===== config.mk =====
export PLATFORM = sky130hd
export DESIGN_NAME = sal_bank_ctrl
export DESIGN_NICKNAME = d
export VERILOG_FILES = /design/src/rtl/sal_bank_pkg.sv /design/src/rtl/sal_tcnt.sv /design/src/rtl/sal_bank_ctrl.sv
export SDC_FILE = /design/constraint.sdc
export NUM_CORES = 1
export LEC_CHECK = 0
export ABC_AREA = 1
export CORE_MARGIN = 2
export CORE_UTILIZATION = 38
export DETAILED_ROUTE_END_ITERATION = 10
export PLACE_DENSITY = 0.58
export SETUP_SLACK_MARGIN = 0.4
export SLEW_MARGIN = 20
export SYNTH_ARGS = -nofsm -noshare
export SYNTH_HDL_FRONTEND = slang
export SYNTH_HIERARCHICAL = 1
export SYNTH_SLANG_ARGS = --single-unit

===== constraint.sdc =====
create_clock -name clk -period 2.5 [get_ports clk]
set_clock_uncertainty 0.2 [all_clocks]
set_input_delay 0.25 -clock clk [delete_from_list [all_inputs] [get_ports clk]]
set_output_delay 0.25 -clock clk [all_outputs]
set_load 0.05 [all_outputs]

===== src/rtl/sal_bank_pkg.sv =====
// Shared encodings for the per-bank DDR2 sequencer.
package sal_bank_pkg;

    typedef enum logic [2:0] {
        CMD_NOP = 3'd0,
        CMD_ACT = 3'd1,
        CMD_RD  = 3'd2,
        CMD_WR  = 3'd3,
        CMD_PRE = 3'd4,
        CMD_REF = 3'd5
    } cmd_e;

    typedef enum logic [2:0] {
        ST_IDLE        = 3'd0,
        ST_ACTIVATING  = 3'd1,
        ST_ACTIVE      = 3'd2,
        ST_PRECHARGING = 3'd3,
        ST_REFRESHING  = 3'd4
    } state_e;

    // Two grants can never be closer than this: cmd_valid drops for one
    // cycle after every grant.
    localparam int MIN_SPACING = 2;

endpackage


===== src/rtl/sal_tcnt.sv =====
// Loadable saturating down-counter. A value t loaded on the grant edge of
// cycle N reads as expired from cycle N+max(t,2)-1 onwards, which is the
// cycle in which the next command offer is registered, so that command is
// offered (and at the earliest granted) in cycle N+max(t,2).
module sal_tcnt
    import sal_bank_pkg::*;
#(
    parameter int T_W = 8
) (
    input  logic           clk,
    input  logic           rst,
    input  logic           load,
    input  logic [T_W-1:0] value,
    output logic           expired
);

    localparam logic [T_W-1:0] SPACING = T_W'(MIN_SPACING);

    logic [T_W-1:0] count;
    logic [T_W-1:0] load_val;

    // Values below the minimum spacing behave like the minimum spacing.
    always_comb begin
        load_val = (value < SPACING) ? '0 : value - SPACING;
    end

    // Load on grant, otherwise count down and hold at zero.
    always_ff @(posedge clk) begin
        if (rst) begin
            count <= '0;
        end else if (load) begin
            count <= load_val;
        end else if (count != '0) begin
            count <= count - T_W'(1);
        end
    end

    assign expired = (count == '0);

endmodule


===== src/rtl/sal_bank_ctrl.sv =====
// Per-bank DDR2 sequencer: tracks the open row, runs the bank FSM and holds
// back commands until the per-bank timing counters allow them.
//
// state          | meaning
// ST_IDLE        | bank closed, may offer REF or ACT
// ST_ACTIVATING  | ACT granted, waiting for tRCD
// ST_ACTIVE      | row open, may offer RD/WR or PRE
// ST_PRECHARGING | PRE granted, waiting for tRP
// ST_REFRESHING  | REF granted, waiting for tRFC
module sal_bank_ctrl
    import sal_bank_pkg::*;
#(
    parameter int ROW_W = 15,
    parameter int T_W   = 8
) (
    input  logic             clk,
    input  logic             rst,
    input  logic [T_W-1:0]   t_rcd,
    input  logic [T_W-1:0]   t_rp,
    input  logic [T_W-1:0]   t_ras,
    input  logic [T_W-1:0]   t_rtp,
    input  logic [T_W-1:0]   t_wtp,
    input  logic [T_W-1:0]   t_rfc,
    input  logic             req_valid,
    input  logic             req_wr,
    input  logic [ROW_W-1:0] req_row,
    output logic             req_ready,
    input  logic             ref_req,
    output logic             ref_ack,
    output logic             cmd_valid,
    output logic [2:0]       cmd,
    output logic [ROW_W-1:0] cmd_row,
    input  logic             cmd_grant,
    output logic             bank_open,
    output logic [ROW_W-1:0] open_row
);

    state_e           state, state_n, decide_state;
    cmd_e             cmd_q, cmd_n, offer_cmd;
    logic             cmd_valid_n, bank_open_n, ref_ack_n, offer;
    logic [ROW_W-1:0] cmd_row_n, open_row_n, offer_row;
    logic             ld_rcd, ld_ras, ld_rp, ld_rfc, ld_rtw2p;
    logic             rcd_exp, ras_exp, rp_exp, rfc_exp, rtw2p_exp;
    logic [T_W-1:0]   rtw2p_val;
    logic             grant;

    assign grant     = cmd_grant & cmd_valid;
    assign req_ready = grant & ((cmd_q == CMD_RD) | (cmd_q == CMD_WR));
    assign cmd       = cmd_q;
    assign rtw2p_val = (cmd_q == CMD_WR) ? t_wtp : t_rtp;

    sal_tcnt #(.T_W(T_W)) u_rcd (
        .clk(clk), .rst(rst), .load(ld_rcd), .value(t_rcd), .expired(rcd_exp)
    );
    sal_tcnt #(.T_W(T_W)) u_ras (
        .clk(clk), .rst(rst), .load(ld_ras), .value(t_ras), .expired(ras_exp)
    );
    sal_tcnt #(.T_W(T_W)) u_rp (
        .clk(clk), .rst(rst), .load(ld_rp), .value(t_rp), .expired(rp_exp)
    );
    sal_tcnt #(.T_W(T_W)) u_rfc (
        .clk(clk), .rst(rst), .load(ld_rfc), .value(t_rfc), .expired(rfc_exp)
    );
    sal_tcnt #(.T_W(T_W)) u_rtw2p (
        .clk(clk), .rst(rst), .load(ld_rtw2p), .value(rtw2p_val), .expired(rtw2p_exp)
    );

    // State and registered command/status outputs.
    always_ff @(posedge clk) begin
        if (rst) begin
            state     <= ST_IDLE;
            cmd_valid <= 1'b0;
            cmd_q     <= CMD_NOP;
            cmd_row   <= '0;
            open_row  <= '0;
            bank_open <= 1'b0;
            ref_ack   <= 1'b0;
        end else begin
            state     <= state_n;
            cmd_valid <= cmd_valid_n;
            cmd_q     <= cmd_n;
            cmd_row   <= cmd_row_n;
            open_row  <= open_row_n;
            bank_open <= bank_open_n;
            ref_ack   <= ref_ack_n;
        end
    end

    // Next state, counter loads and the next command offer.
    // A pending offer is frozen until granted; new decisions are only taken
    // while nothing is offered. A timer expiring in ACTIVATING/PRECHARGING
    // moves the FSM on and makes the next decision in the same cycle so the
    // following command lands exactly on its earliest legal cycle.
    always_comb begin
        state_n      = state;
        decide_state = state;
        cmd_valid_n  = cmd_valid;
        cmd_n        = cmd_q;
        cmd_row_n    = cmd_row;
        open_row_n   = open_row;
        ref_ack_n    = 1'b0;
        ld_rcd       = 1'b0;
        ld_ras       = 1'b0;
        ld_rp        = 1'b0;
        ld_rfc       = 1'b0;
        ld_rtw2p     = 1'b0;
        offer        = 1'b0;
        offer_cmd    = CMD_NOP;
        offer_row    = open_row;

        if (grant) begin
            cmd_valid_n = 1'b0;
            cmd_n       = CMD_NOP;
            case (cmd_q)
                CMD_ACT: begin
                    state_n    = ST_ACTIVATING;
                    open_row_n = cmd_row;
                    ld_rcd     = 1'b1;
                    ld_ras     = 1'b1;
                end
                CMD_PRE: begin
                    state_n = ST_PRECHARGING;
                    ld_rp   = 1'b1;
                end
                CMD_REF: begin
                    state_n = ST_REFRESHING;
                    ld_rfc  = 1'b1;
                end
                CMD_RD, CMD_WR: ld_rtw2p = 1'b1;
                default: ;
            endcase
            cmd_row_n = open_row_n;
        end else if (!cmd_valid) begin
            case (state)
                ST_ACTIVATING: begin
                    if (rcd_exp) begin
                        state_n      = ST_ACTIVE;
                        decide_state = ST_ACTIVE;
                    end
                end
                ST_PRECHARGING: begin
                    if (rp_exp) begin
                        state_n      = ST_IDLE;
                        decide_state = ST_IDLE;
                    end
                end
                ST_REFRESHING: begin
                    if (rfc_exp) begin
                        state_n   = ST_IDLE;
                        ref_ack_n = 1'b1;
                    end
                end
                default: ;
            endcase

            case (decide_state)
                ST_IDLE: begin
                    // ref_req is still held during the ack cycle; ignore it then.
                    if (ref_req && !ref_ack) begin
                        offer     = 1'b1;
                        offer_cmd = CMD_REF;
                    end else if (req_valid) begin
                        offer     = 1'b1;
                        offer_cmd = CMD_ACT;
                        offer_row = req_row;
                    end
                end
                ST_ACTIVE: begin
                    if (ref_req || (req_valid && (req_row != open_row))) begin
                        if (ras_exp && rtw2p_exp) begin
                            offer     = 1'b1;
                            offer_cmd = CMD_PRE;
                        end
                    end else if (req_valid) begin
                        offer     = 1'b1;
                        offer_cmd = req_wr ? CMD_WR : CMD_RD;
                    end
                end
                default: ;
            endcase
        end

        if (offer) begin
            cmd_valid_n = 1'b1;
            cmd_n       = offer_cmd;
            cmd_row_n   = offer_row;
        end

        bank_open_n = (state_n == ST_ACTIVE);
    end

endmodule


==> impl_metrics.env <==
export IMPL_status="finished clean"
export IMPL_dr_pass1_iters=4
export IMPL_row_count=46
export IMPL_clk_latency_ps=350
export IMPL_rsz0062_at_grt="true"
export IMPL_worst_slew_pin_slew_ps=555.4
export IMPL_min_period_ps=2256
export IMPL_post_route_drc_count=0
export IMPL_place_gp_congestion=0.8124
export IMPL_grt_util_met2_pct=33.73
export IMPL_cp_startpoint="u_rcd/count[1]$_SDFFE_PP0P_"
export IMPL_cp_start_kind="flip-flop"
export IMPL_die_w_um=130.8
export IMPL_ir_drop_mv=0.6864
export IMPL_insertedDiodeCount=0
export IMPL_timing_critical_path_fanout_max=6
export IMPL_drtIter0Drc=245
export IMPL_clock_sinks=79
export IMPL_syn_inst=980
export IMPL_fin_crit_sh_pct=90.26
export IMPL_vias=6502
export IMPL_ant_nets=0
export IMPL_yosysWarningCount=6
export IMPL_final_cell_mix="249 x nand2_1, 119 x inv_1, 102 x clkdlybuf4s50_1"
export IMPL_hold_class="in -> reg"
export IMPL_busiest_layer="met2"
export IMPL_vias_per_cell=4.852
export IMPL_area_growth_pct=38.74
export IMPL_worstHoldStart="rst"
export IMPL_cts_max_level=3
export IMPL_relSlewSlack_pct=62.86
export IMPL_grt_pass1_vias=5943
export IMPL_ys_seq_area_share_pct=25.87
export IMPL_ioPinCount=106
export IMPL_hold_violations=0
export IMPL_antenna_found_initial=0
export IMPL_synth_top_area_share_pct=25.87
export IMPL_synth_area_um2=6113
export IMPL_use_met3_pct=3.583
export IMPL_seq_area_um2=1624
export IMPL_drive_above_1_share_pct=23.58
export IMPL_core_area_um2=15830
export IMPL_io_buffer_count=105
export IMPL_die_area_um2=17120
export IMPL_grt_pass1_wl_um=28220
export IMPL_dp_hpwl_um=12010
export IMPL_synth_avg_cell_area_um2=6.238
export IMPL_cp_end_kind="flip-flop"
export IMPL_async_flop_share_pct=0
export IMPL_power_leakage_nw=3.748
export IMPL_cts_path_max_buffers=2
export IMPL_wl_um=17320
export IMPL_cp_data_required_time_ps=2580
export IMPL_clk_pin_slew_ps=60
export IMPL_setup_viol=0
export IMPL_slew_viol_final=0
export IMPL_worst_hold_slack_ps=80.72
export IMPL_power_density_nw_per_um2=1082
export IMPL_cap_violations=0
export IMPL_yosys_area_top_type="dfxtp_1"
export IMPL_synth_seq_cells=79
export IMPL_overflow=0
export IMPL_synth_edf_count=0
export IMPL_worstSetupPathType="reg -> reg"
export IMPL_ys_top_cells_by_area="dfxtp_1 26%, nand2_1 16%, inv_1 8.1%, nand3_1 7.4%, nor2_1 6.5%"
export IMPL_multiInputGateArea_um2=4223
export IMPL_die_h_um=130.8
export IMPL_avgRoutedWirePerCell_um=12.92
export IMPL_track_usage_pct=20.47
export IMPL_syn_nets=1059
export IMPL_hold_buffers=0
export IMPL_fillCellCount=1593
export IMPL_arrival_ps=2340
export IMPL_met1_usage_pct=26.90
export IMPL_r2r_start="u_rcd/count[1]$_SDFFE_PP0P_"
export IMPL_cts_tree="built"
export IMPL_cts_buffers_inserted=9
export IMPL_ys_types=36
export IMPL_fin_nets=1199
export IMPL_grt_max_degree=51
export IMPL_initial_core_util_pct=38.62
export IMPL_finalSetupTns_ps=0
export IMPL_synthFlopType="dfxtp_1"
export IMPL_root_buffer="clkbuf_16"
export IMPL_max_freq_mhz=443.2
export IMPL_final_common_cell="nand2_1"
[per-layer routing]
metal | part of all wire (%) | wire length (um) | vias up
met2 | 46 | 8029 | 124
met1 | 47 | 8203 | 2936
met5 | 0 | 0 | -
met4 | 2.0 | 350 | 0
met3 | 4.2 | 732 | 27
li1 | - | - | 3415
[worst paths after layout]
kind / endpoint / slack [ps] / depth (start not counted)
max: cmd_row[11]$_SDFFE_PP0P_ / 240 / 16
min reg2reg: open_row[4]$_SDFFE_PP0P_ / 290 / 2
max reg2reg: cmd_row[11]$_SDFFE_PP0P_ / 240 / 16
min: u_rcd/count[5]$_SDFFE_PP0P_ / 80 / 2
[Yosys cell counts (10+ instances only)]
master	instances
o21ai_0	32
a21oi_1	57
nand3_2	27
nor2_1	106
xnor2_1	10
dfxtp_1	79
clkbuf_1	12
o21ai_1	25
a21oi_2	19
nand2_1	266
inv_2	12
nor2_2	14
nand2_2	14
nand3_1	90
nand4_1	11
inv_1	132
ha_1	10
nor2_4	11
[metrics by stage]
step,area [um2],setup slack [ps],std cells,utilization (%),power [W]
floorplan,6236,397.3,980,-,0.005987
global placement,7481,21.01,1284,47.26,0.007017
detailed placement,7481,-9.893,1284,47.26,0.007042
CTS,8080,252.5,1319,51.05,0.008835
global route,8482,118.4,1340,53.59,0.009967
finish,8482,243.6,1340,53.59,0.009181
[registers in the layout, summed over array words and instances (netlist names), 3 cells and up]
name,cells
u_ras/count,8
state,3
u_rcd/count,8
u_rfc/count,8
u_rp/count,8
cmd,3
cmd_row,15
u_rtw2p/count,8
open_row,15
[layout make-up]
| cell class | instances | area share, % |
|---|---|---|
| Timing Repair Buffer | 152 | 17.79 |
| Inverter | 144 | 6.550 |
| Tap cell | 216 | 3.186 |
| Clock buffer | 12 | 3.039 |
| Multi-Input combinational cell | 734 | 49.79 |
| Clock inverter | 3 | 0.5015 |
| Sequential cell | 79 | 19.15 |
[cells by family (layout without fill, tap and decap cells)]
family | Yosys count | in the layout | share of synthesized area [%]
AO/OA/AOI/OAI | 137 | 137 | 12.55
XOR/XNOR | 10 | 10 | 1.433
adder cells (fa/ha/maj) | 10 | 10 | 2.047
buffers and inverters | 171 | 311 | 11.46
flip-flops | 79 | 79 | 25.87
multiplexers | 8 | 8 | 1.474
AND/OR/NAND/NOR | 565 | 569 | 45.17
[where the power goes]
part / switching, W / total [W] / internal, W / leakage [nW]
Sequential: 0.000435 / 0.00216 / 0.00172 / 0.662
Combinational: 0.00345 / 0.00565 / 0.00219 / 2.94
Clock: 0.000549 / 0.00138 / 0.000829 / 0.144
[critical path: stages, from the launching register on]
cell     delay [ps]
dfxtp_1         320
inv_2            80
ha_4            150
nand2_4          70
nor2_8          120
nor2_4           50
nor2_4          130
buf_6           110
nand3_4          80
nor2_4          140
nand3_4          90
nand3_4         150
buf_6           150
nand2_8          80
nand2_4          90
nand2_2          50
a21oi_2         120
[repair_timing]
| action | 4_1_cts | 5_1_grt |
|---|---|---|
| pin swaps | 22 | 28 |
| setup endpoints to repair | 22 | 43 |
| gates cloned | 4 | 1 |
| setup buffers | 16 | 20 |
| resized for setup | 31 | 71 |
Note: power is estimated with default switching activity, not from simulation.
